### config.mk
export PLATFORM = sky130hd
export DESIGN_NAME = backprop_sequencer
export DESIGN_NICKNAME = d
export VERILOG_FILES = /design/src/rtl/backprop_sequencer.sv
export SDC_FILE = /design/constraint.sdc
export NUM_CORES = 1
export LEC_CHECK = 0
export ABC_AREA = 1
export CAP_MARGIN = 20
export CELL_PAD_IN_SITES_DETAIL_PLACEMENT = 1
export CELL_PAD_IN_SITES_GLOBAL_PLACEMENT = 2
export CORE_ASPECT_RATIO = 0.7
export CORE_MARGIN = 2
export CORE_UTILIZATION = 25
export DETAILED_ROUTE_END_ITERATION = 10
export DONT_BUFFER_PORTS = 1
export PLACE_DENSITY = 0.63
export SYNTH_ARGS = -nofsm -noshare
export SYNTH_HDL_FRONTEND = slang
export SYNTH_SLANG_ARGS = --single-unit
### constraint.sdc
create_clock -name clk -period 2.1 [get_ports clk]
set_input_delay 0.21 -clock clk [delete_from_list [all_inputs] [get_ports clk]]
set_output_delay 0.21 -clock clk [all_outputs]
set_load 0.02 [all_outputs]
### src/rtl/backprop_sequencer.sv
// rtl/backprop_sequencer.sv - layer-by-layer scheduler for the error_propagator datapath
// Optional feature: define BACKPROP_SEQ_CYCLE_COUNT_EN to add the pass_cycles counter output.
module backprop_sequencer #(
  parameter int MATRIX_WIDTH     = 4,
  parameter int MATRIX_HEIGHT    = 5,
  parameter int DELTA_CELL_WIDTH = 12,
  parameter int LAYER_ADDR_WIDTH = 2
) (
  input  logic                                      clk,
  input  logic                                      rst,
  input  logic                                      start,
  output logic                                      start_ready,
  input  logic [LAYER_ADDR_WIDTH-1:0]               start_layer,
  input  logic [MATRIX_WIDTH*DELTA_CELL_WIDTH-1:0]  start_delta,
  output logic [LAYER_ADDR_WIDTH-1:0]               layer,
  output logic                                      layer_valid,
  input  logic                                      layer_ready,
  output logic [MATRIX_WIDTH*DELTA_CELL_WIDTH-1:0]  delta_input,
  output logic                                      delta_input_valid,
  input  logic                                      delta_input_ready,
  input  logic [MATRIX_HEIGHT*DELTA_CELL_WIDTH-1:0] delta_output,
  input  logic                                      delta_output_valid,
  output logic                                      delta_output_ready,
  input  logic                                      error,
  output logic [MATRIX_HEIGHT*DELTA_CELL_WIDTH-1:0] result,
  output logic [LAYER_ADDR_WIDTH-1:0]               result_layer,
  output logic                                      result_valid,
  input  logic                                      result_ready,
  output logic                                      done,
  output logic                                      fault
`ifdef BACKPROP_SEQ_CYCLE_COUNT_EN
  ,
  output logic [15:0]                               pass_cycles
`endif
);

  localparam int DW = MATRIX_WIDTH * DELTA_CELL_WIDTH;
  localparam int OW = MATRIX_HEIGHT * DELTA_CELL_WIDTH;

  typedef enum logic [2:0] {
    S_IDLE,
    S_ISSUE_LAYER,
    S_ISSUE_DELTA,
    S_WAIT_OUT,
    S_EMIT,
    S_DONE,
    S_FAULT
  } state_t;

  state_t                      state;
  state_t                      nxt;
  logic [LAYER_ADDR_WIDTH-1:0] cur_layer;
  logic [DW-1:0]               cur_delta;

  logic start_xfer;
  logic layer_xfer;
  logic din_xfer;
  logic dout_xfer;
  logic res_xfer;
  logic err_hit;

  // Transfers use the registered valid/ready outputs, so each one implies the state.
  assign start_xfer = start & start_ready;
  assign layer_xfer = layer_valid & layer_ready;
  assign din_xfer   = delta_input_valid & delta_input_ready;
  assign dout_xfer  = delta_output_ready & delta_output_valid;
  assign res_xfer   = result_valid & result_ready;
  assign err_hit    = error & (state != S_IDLE) & (state != S_FAULT);

  assign layer       = cur_layer;
  assign delta_input = cur_delta;

  always_comb begin
    nxt = state;
    if (err_hit) begin
      nxt = S_FAULT;
    end else begin
      case (state)
        S_IDLE:        if (start_xfer) nxt = S_ISSUE_LAYER;
        S_ISSUE_LAYER: if (layer_xfer) nxt = S_ISSUE_DELTA;
        S_ISSUE_DELTA: if (din_xfer)   nxt = S_WAIT_OUT;
        S_WAIT_OUT:    if (dout_xfer)  nxt = S_EMIT;
        S_EMIT:        if (res_xfer)   nxt = (cur_layer == '0) ? S_DONE : S_ISSUE_LAYER;
        S_DONE:        nxt = S_IDLE;
        S_FAULT:       nxt = S_FAULT;
        default:       nxt = S_IDLE;
      endcase
    end
  end

  // Handshake flags are registered from the next state so no input reaches an output combinationally.
  always_ff @(posedge clk or negedge rst) begin
    if (!rst) begin
      state              <= S_IDLE;
      start_ready        <= 1'b1;
      layer_valid        <= 1'b0;
      delta_input_valid  <= 1'b0;
      delta_output_ready <= 1'b0;
      result_valid       <= 1'b0;
      done               <= 1'b0;
      fault              <= 1'b0;
      cur_layer          <= '0;
      cur_delta          <= '0;
      result             <= '0;
      result_layer       <= '0;
    end else begin
      state              <= nxt;
      start_ready        <= (nxt == S_IDLE);
      layer_valid        <= (nxt == S_ISSUE_LAYER);
      delta_input_valid  <= (nxt == S_ISSUE_DELTA);
      delta_output_ready <= (nxt == S_WAIT_OUT);
      result_valid       <= (nxt == S_EMIT);
      done               <= (nxt == S_DONE);
      fault              <= (nxt == S_FAULT);
      if (!err_hit) begin
        if (start_xfer) begin
          cur_layer <= start_layer;
          cur_delta <= start_delta;
        end
        if (dout_xfer) begin
          result       <= delta_output;
          result_layer <= cur_layer;
        end
        // Low cells of the emitted result seed the next layer down; upper cells are dropped.
        if (res_xfer && (cur_layer != '0)) begin
          cur_layer <= cur_layer - 1'b1;
          cur_delta <= result[DW-1:0];
        end
      end
    end
  end

`ifdef BACKPROP_SEQ_CYCLE_COUNT_EN
  logic counting;
  assign counting = (state != S_IDLE) & (state != S_DONE) & (state != S_FAULT);

  always_ff @(posedge clk or negedge rst) begin
    if (!rst) begin
      pass_cycles <= '0;
    end else if (start_xfer) begin
      pass_cycles <= '0;
    end else if (counting && (pass_cycles != 16'hFFFF)) begin
      pass_cycles <= pass_cycles + 16'd1;
    end
  end
`endif

  logic unused_ok;
  assign unused_ok = &{1'b0, (OW > 0)};

endmodule

### Word level (Yosys, flattened, before mapping)

Index checks and enable logic that the tools add are counted.

* $add $sub $neg: 1
* multiplexer cells: 12
* equality and inequality tests: 12
* reduce and logical (&&, ||, !) cells: 9
* bitwise gates (word level): 8

Operators with widths (number)
* two-way mux 48 bit: 2
* two-way mux 3 bit: 7
* case mux 3 bit (6 select lines): 1
* equality test 3 bit, second input constant: 5
* equality test 3 x 2 -> 1 bit, second input constant: 4
* AND 1 bit: 7
* equality test 3 x 1 -> 1 bit, second input constant: 2
* zero test 3 bit: 2
* two-way mux 2 bit: 2
* AND reduction 2 bit: 2
* nonzero test 2 bit: 2
* inequality test 3 bit, second input constant: 1
* nonzero test 3 bit: 1
* zero test 2 bit: 1
* subtractor 2 x 1 -> 2 bit, second input constant: 1
* logical AND 1 bit: 1
* NOT 1 bit: 1

* logic and storage cells: 54
* output and inout bits: 119
* bits in registers: 122

### Depth between registers and ports, before layout

Gate-level depths: netlist of the first run.

* depth in word-level cells: 6
* depth in mapped cells: 10

### Least setup slack after synthesis of the first run

OpenSTA, ideal clock, no wires.

* kind: register to register
* start: register cur_layer[0], in the netlist layer[0]
* end: register cur_delta[17], in the netlist delta_input[17]
* data required time: 1.984 ns
* library setup time: 0.116 ns
* cell stages (with the launch flop): 11
* path buffers: 2
* slack: 0.463 ns
* arrival: 1.521 ns
* cells stage by stage: dfrtp_1 -> inv_1 -> ha_1 -> nor2_4 -> inv_2 -> buf_2 -> buf_2 -> nand2_1 -> nand2_1 -> nand2_1 -> nand2_1

* longest elaborated chain between the ends: 4
* elaborated cells between the ends (all ways): 5
* classes of those cells: 1 x mux; 4 x reduce/logical

Ends and longest elaborated chain
* start: declaration: RTL line 52 `logic [LAYER_ADDR_WIDTH-1:0] cur_layer;`
* start signal: assignment: RTL line 117 `cur_layer <= start_layer;`
* start signal: assignment: RTL line 126 `cur_layer <= cur_layer - 1'b1;`
* nonzero test 2 bit *: RTL line 125 `if (res_xfer && (cur_layer != '0)) begin`
* logical AND 1 bit *: RTL line 125
* nonzero test 2 bit (no line)
* AND reduction 2 bit (no line)
* end signal: assignment: RTL line 118 `cur_delta <= start_delta;`
* end signal: assignment: RTL line 127 `cur_delta <= result[DW-1:0];`
* end: declaration: RTL line 53 `logic [DW-1:0] cur_delta;`

Mark *: on every way between the ends. The rest lies on a longest branch, timed or not.
A chain may end at the register's enable or synchronous reset.

### Worst setup path in the final report of the first run

* start: register cur_layer[0], in the netlist layer[0]
* end: register cur_layer[0], in the netlist layer[0]

* longest elaborated chain between the ends: 4
* elaborated cells between the ends (all ways): 6
* classes of those cells: 1 x add/sub; 1 x mux; 4 x reduce/logical

Ends and longest elaborated chain (RTL line)
* nonzero test 2 bit: 125
* logical AND 1 bit: 125
* nonzero test 2 bit (no line)
* AND reduction 2 bit (no line)

Parallel ways exist; a longest one is shown, timed or not.

==> impl_metrics.env, run 1 <==
export IMPL_route_detailed_drc=0
export IMPL_num_io_pins=237
export IMPL_wl_per_cell_um=17.14
export IMPL_gp_congestion=0.7529
export IMPL_fin_hold_ws_ps=-516.8
export IMPL_slowest_stage="dfrtp_1"
export IMPL_cts_buffers=17
export IMPL_rows=45
export IMPL_fin_worst_skew_ps=5.151
export IMPL_ys_ff_latch=122
export IMPL_grt_usage_pct=16.50
export IMPL_fp_dieW_um=181
export IMPL_insertedDiodeCount=0
export IMPL_p_clk_share_pct=55.5
export IMPL_pwr_share_comb_pct=3.2
export IMPL_fin_cells=1073
export IMPL_failed_checks="negative hold slack"
export IMPL_post_cts_buffers=0
export IMPL_slew_violations=0
export IMPL_antenna_left=0
export IMPL_drt_iter0_drc=174
export IMPL_start_kind="register"
export IMPL_ir_drop_v=0.0005260
export IMPL_setup_viol=0
export IMPL_start_util_pct=25.36
export IMPL_r2r_start="layer[0]$_DFFE_PN0P_"
export IMPL_crit_buf_inv=4
export IMPL_switching_share_pct=20.99
export IMPL_grt_pass1_vias=5211
export IMPL_cts_resized_gates=0
export IMPL_cp_cell_sequence="inv_1 -> ha_1 -> nor2_4 -> inv_2 -> nand2_1 -> nand2_4 -> inv_2 -> buf_4 -> nand2_1 -> o21ai_2"
export IMPL_drv_cap=0
export IMPL_die_h_um=127.9
export IMPL_cts_max_level=4
export IMPL_drive_gt1_share_pct=7.838
export IMPL_endpoint_kind="register"
export IMPL_dr_total_vias=4804
export IMPL_crit_required_ps=2450
export IMPL_fin_crit_sh_pct=81.47
export IMPL_seq_area_frac_synth_pct=55.71
export IMPL_portBuffers=0
export IMPL_synth_fp_nets=811
export IMPL_viasPerCell=4.477
export IMPL_synth_warnings=0
export IMPL_cell_internal_pwr_uw=4501
export IMPL_syn_avg_cell_area_um2=7.923
export IMPL_path_clk_slew_ps=60
export IMPL_arrival_ps=2060
export IMPL_status="complete, but fails checks"
export IMPL_grt_max_degree=123
export IMPL_antenna_found_initial=0
export IMPL_wirelength_mm=18.40
export IMPL_rsz0062_at_grt="false"
export IMPL_syn_area_um2=5483
export IMPL_ctsLongestPathBuffers=2
export IMPL_critPathMaxStageDelay_ps=340
export IMPL_timing_fmax_mhz=584.5
export IMPL_dieArea_um2=23150
export IMPL_nNetsFinal=897
export IMPL_dp_hpwl_mm=12.84
export IMPL_startpoint="layer[0]$_DFFE_PN0P_"
export IMPL_grt_overflow_total=0
export IMPL_postSynthCellCount=692
export IMPL_cts_hold_buffers=87
export IMPL_p_leak_uw=0.003944
export IMPL_worst_path_max_fanout=30
export IMPL_worstSetupPathType="register to register"
export IMPL_p_sw_uw=1195
export IMPL_crit_family="buffers and inverters"
export IMPL_synth_distinct_cells=25
export IMPL_pwr_share_seq_pct=41.3
export IMPL_grt_first_pass_wirelength_mm=29.32
export IMPL_min_path_type="input pin to asynchronous set/reset pin"
export IMPL_final_hold_viol_count=122
export IMPL_clkLatencyLatePin_ps=420
export IMPL_power_density_nw_per_um2=787.9
export IMPL_coreArea_um2=21620
export IMPL_dp_cells=954
export IMPL_worstMarginPinSlew_ps=410.7
export IMPL_cts_tree="done"
export IMPL_max_slew_margin_pct=72.62
export IMPL_clock_sinks=122
export IMPL_area_growth_syn_to_layout_pct=31.86
export IMPL_setup_tns_ps=0
export IMPL_clock_tree_root_cell="clkbuf_16"
export IMPL_first_pass_iters=4
export IMPL_finalCriticalPeriod_ps=1711
-- path summary, 6_finish.rpt --
| path | slack (ps) | to | cells past startpoint |
|---|---|---|---|
| min in group clk | 30 | delta_input[11]$_DFFE_PN0P_ | 4 |
| worst max register to register | 390 | layer[0]$_DFFE_PN0P_ | 10 |
| worst min-delay path | -520 | result[3]$_DFFE_PN0P_ | 0 |
| worst max-delay path | 390 | layer[0]$_DFFE_PN0P_ | 10 |
| worst min register to register | 580 | layer[0]$_DFFE_PN0P_ | 2 |
| max in group asynchronous | 2380 | result[30]$_DFFE_PN0P_ | 0 |
-- sequential cells by signal (all words and copies together), names as in the netlist --
name	flops
delta_input	48
delta_input_valid	1
delta_output_ready	1
done	1
fault	1
layer	2
layer_valid	1
result	60
result_layer	2
result_valid	1
start_ready	1
state	3
-- Yosys cell counts --
| library cell | number | area share [%] |
|---|---|---|
| clkbuf_1 | 6 | 0.41 |
| inv_1 | 31 | 2.1 |
| buf_2 | 13 | 1.2 |
| o21ai_0 | 21 | 1.9 |
| buf_4 | 2 | 0.27 |
| o21ai_2 | 1 | 0.16 |
| inv_2 | 4 | 0.27 |
| ha_1 | 1 | 0.23 |
| nor2_1 | 33 | 2.3 |
| nand4_1 | 1 | 0.11 |
| o21ai_1 | 1 | 0.091 |
| nand3_2 | 1 | 0.18 |
| a21oi_1 | 17 | 1.6 |
| nor3_1 | 1 | 0.091 |
| nor2_2 | 1 | 0.11 |
| nand3_1 | 51 | 4.7 |
| buf_6 | 12 | 2.5 |
| buf_1 | 4 | 0.27 |
| dfstp_2 | 1 | 0.48 |
| nand2_1 | 363 | 25 |
| nand2_4 | 3 | 0.62 |
| o21bai_1 | 1 | 0.14 |
| inv_4 | 1 | 0.11 |
| dfrtp_1 | 121 | 55 |
| nor2_4 | 1 | 0.21 |
-- area by class of cell --
class / instances / area [um2]
repair buffers: 104 / 1011
fillers: 2555 / 14390
clock inverters: 14 / 196.4
inverters: 36 / 137.6
clock buffers: 18 / 439.2
flip-flops and latches: 122 / 3054
well taps: 282 / 352.8
multi-input cells: 497 / 2038
-- per-layer routing --
layer	track usage (%)	wire length [um]	up-vias	share of wire, %
met5	0	0	-	0
met4	6.265	367	0	2.0
met3	6.818	1515	23	8.2
met2	26.00	8463	151	46
met1	20.32	8049	2331	44
li1	-	-	2299	-
-- kinds of logic (layout without fill, tap and decap cells) --
group / Yosys count / after routing / synth area share [%]
flops: 122 / 122 / 55.71
simple gates: 455 / 455 / 33.09
buf+inv: 73 / 172 / 7.120
compound gates: 41 / 41 / 3.857
fa+ha+maj: 1 / 1 / 0.2282
-- metrics by stage --
stage	hold WS (ps)	power, uW	area (um2)	setup WS [ps]	utilization, %
CTS	-546.7	5800	7229	359.0	33.44
detailed placement	-81.66	2442	5723	384.5	26.47
global route	-550.4	5910	7229	158.3	33.44
floorplan	-85.59	2432	5483	462.8	-
global placement	-82.27	2442	5723	470.9	26.47
finish	-516.8	5696	7229	389.1	33.44
-- placed cells by master (no fill, tap or decap), types with 16 or more instances in the layout --
master / Yosys / layout
o21ai_0: 21 / 21
dfrtp_1: 121 / 121
a21oi_1: 17 / 17
clkbuf_16: 0 / 17
inv_1: 31 / 31
nor2_1: 33 / 33
buf_4: 2 / 16
nand2_1: 363 / 363
dlygate4sd3_1: 0 / 87
nand3_1: 51 / 51
-- power groups by stage --
stage / combinational (uW) / sequential, uW / clock (uW)
3_5_place_dp: 48.4 / 2390 / 0
4_1_cts: 183 / 2350 / 3270
2_1_floorplan: 37.9 / 2390 / 0
3_3_place_gp: 48.0 / 2390 / 0
6_report: 183 / 2350 / 3160
5_1_grt: 202 / 2350 / 3360
(Power assumes the default switching activity.)
==> run 2: changes to the inputs <==
--- a/config.mk
+++ b/config.mk
@@ -14,7 +14,7 @@
 export CORE_UTILIZATION = 25
 export DETAILED_ROUTE_END_ITERATION = 10
 export DONT_BUFFER_PORTS = 1
-export PLACE_DENSITY = 0.63
+export PLACE_DENSITY = 0.65
 export SYNTH_ARGS = -nofsm -noshare
 export SYNTH_HDL_FRONTEND = slang
 export SYNTH_SLANG_ARGS = --single-unit
==> constraint.sdc (replaced) <==
create_clock -name clk -period 1.37 [get_ports clk]
set_input_delay 0.137 -clock clk [delete_from_list [all_inputs] [get_ports clk]]
set_output_delay 0.137 -clock clk [all_outputs]
set_load 0.02 [all_outputs]
==> impl_metrics.env, run 2 (synthesis gave the netlist of run 1 again) <==
export IMPL_status="complete, but fails checks"
export IMPL_failed_checks="negative hold slack, negative setup slack"
export IMPL_arrival_ps=1790
export IMPL_drv_cap=0
export IMPL_dp_hpwl_mm=13.04
export IMPL_viasPerCell=4.528
export IMPL_antenna_found_initial=0
export IMPL_route_detailed_drc=0
export IMPL_cts_hold_buffers=110
export IMPL_rsz0062_at_grt="true"
export IMPL_timing_fmax_mhz=668.4
export IMPL_area_growth_syn_to_layout_pct=50.21
export IMPL_grt_overflow_total=0
export IMPL_pwr_share_comb_pct=4.1
export IMPL_postPlaceCellArea_um2=5958
export IMPL_pwr_share_seq_pct=42.5
export IMPL_fp_dieW_um=181
export IMPL_grt_pass1_vias=5637
export IMPL_largest_register_ffs=60
export IMPL_fin_worst_skew_ps=9.868
export IMPL_start_util_pct=25.36
export IMPL_setup_tns_ps=-6810
export IMPL_worst_path_max_fanout=11
export IMPL_clkLatencyLatePin_ps=410
export IMPL_p_sw_uw=1851
export IMPL_worstMarginPinSlew_ps=362.0
export IMPL_max_flop_register="result"
export IMPL_wl_per_cell_um=18.73
export IMPL_path_clk_slew_ps=60
export IMPL_cts_max_level=4
export IMPL_p_clk_share_pct=53.4
export IMPL_drt_iter0_drc=204
export IMPL_fin_hold_ws_ps=-582.5
export IMPL_rows=45
export IMPL_final_hold_viol_count=122
export IMPL_dieArea_um2=23150
export IMPL_finalInstanceArea_um2=8235
export IMPL_min_path_type="input pin to asynchronous set/reset pin"
export IMPL_insertedDiodeCount=0
export IMPL_gp_congestion=0.8335
export IMPL_coreArea_um2=21620
export IMPL_crit_required_ps=1660
export IMPL_ir_drop_v=0.0007597
export IMPL_first_pass_iters=6
export IMPL_regArea_um2=3060
export IMPL_fin_crit_sh_pct=109.2
export IMPL_finalCriticalPeriod_ps=1496
export IMPL_multiInputGateArea_um2=2282
export IMPL_max_slew_margin_pct=75.87
export IMPL_final_common_cell="nand2_1"
export IMPL_grt_usage_pct=18.18
export IMPL_nFillCells=2510
export IMPL_antenna_left=0
export IMPL_start_kind="register"
export IMPL_portBuffers=0
export IMPL_slew_violations=0
export IMPL_wirelength_mm=21.13
export IMPL_switching_share_pct=21.82
export IMPL_ctsLongestPathBuffers=2
export IMPL_power_density_nw_per_um2=1030
export IMPL_p_leak_uw=0.004317
export IMPL_final_cell_mix="354 x nand2_1, 116 x dfrtp_1, 110 x dlygate4sd3_1, 45 x nand3_1, 28 x inv_1"
export IMPL_drive_gt1_share_pct=17.85
export IMPL_worstSetupPathType="register to register"
export IMPL_die_h_um=127.9
export IMPL_fin_total_pwr_uw=8482
export IMPL_endpoint_kind="register"
export IMPL_num_io_pins=237
export IMPL_grt_max_degree=123
export IMPL_setup_viol=116
export IMPL_clock_tree_root_cell="clkbuf_16"
export IMPL_clock_sinks=122
export IMPL_cts_tree="done"
export IMPL_dr_total_vias=5108
export IMPL_nNetsFinal=952
export IMPL_grt_first_pass_wirelength_mm=32.25
export IMPL_cts_buffers=17
export IMPL_cell_internal_pwr_uw=6631
export IMPL_setup_ws_ps=-126.1
-- run 2: cell count changes in the layout (fill, tap and decap cells not counted), moves of 7 or more --
cell / change
buf_6: +8
nor2_4: +11
dlygate4sd3_1: +23
nor2_1: -25
nor2_2: +14
nand2_1: -9
buf_12: +9
a21oi_1: -7
a21oi_2: +7
-- run 2: final cells by class --
| type | count | share of cell area (%) |
|---|---|---|
| well taps | 282 | 4.284 |
| multi-input cells | 497 | 27.71 |
| flip-flops and latches | 122 | 37.16 |
| inverters | 36 | 1.793 |
| repair buffers | 159 | 21.82 |
| clock buffers | 19 | 5.500 |
| clock inverters | 13 | 1.732 |
-- run 2: metrics by stage --
stage               hold slack [ps]  utilization, %  instances  setup WS [ps]
floorplan                    -158.6               -        692         -41.34
global placement             -155.1           27.56        969         -78.73
detailed placement           -155.1           27.56        969         -120.5
CTS                          -617.8           37.38       1123         -98.26
global route                 -611.6           38.09       1128         -196.2
finish                       -582.5           38.09       1128         -126.1
-- run 2: layer usage --
| metal | vias to the layer above | part of all wire [%] | GRT usage, % | routed length [um] |
|---|---|---|---|---|
| met3 | 20 | 7.1 | 6.364 | 1498 |
| li1 | 2422 | - | - | - |
| met5 | - | 0 | 0 | 0 |
| met1 | 2500 | 44 | 22.66 | 9396 |
| met4 | 0 | 1.3 | 5.691 | 267 |
| met2 | 166 | 47 | 29.80 | 9964 |
-- run 2: power by group through the flow --
stage	combinational, uW	sequential, uW	clock, uW
CTS	340	3600	4690
global route	378	3600	4840
floorplan	58.5	3670	0
detailed placement	72.1	3670	0
finish	349	3600	4530
global placement	70.8	3670	0
-- run 2: path summary, 6_finish.rpt --
path,slack [ps],end,start,depth (start not counted)
setup / recovery,-130,result[55]$_DFFE_PN0P_,state[1]$_DFF_PN0_,9
hold / removal,-580,result[1]$_DFFE_PN0P_,rst,0
setup reg to reg,-130,result[55]$_DFFE_PN0P_,state[1]$_DFF_PN0_,9
hold reg to reg,590,result_layer[1]$_DFFE_PN0P_,layer[1]$_DFFE_PN0P_,2
max in group asynchronous,1610,result[26]$_DFFE_PN0P_,rst,0
min in group clk,180,state[1]$_DFF_PN0_,error,5
-- run 2: critical path, cell delays in order, from the launching register on --
cell,delay [ps]
dfrtp_2,450
nand3_2,110
nand2_2,60
nor2_4,120
inv_4,80
buf_6,130
buf_12,120
buf_16,140
nand3_1,80
nand2_1,70
-- run 2: repair_timing --
item	in CTS	in global routing
endpoints found under the hold margin	232	122
setup buffers	6	2
pin swaps	8	5
cloned	6	3
gates resized for setup	65	18
endpoints found under the setup margin	121	122
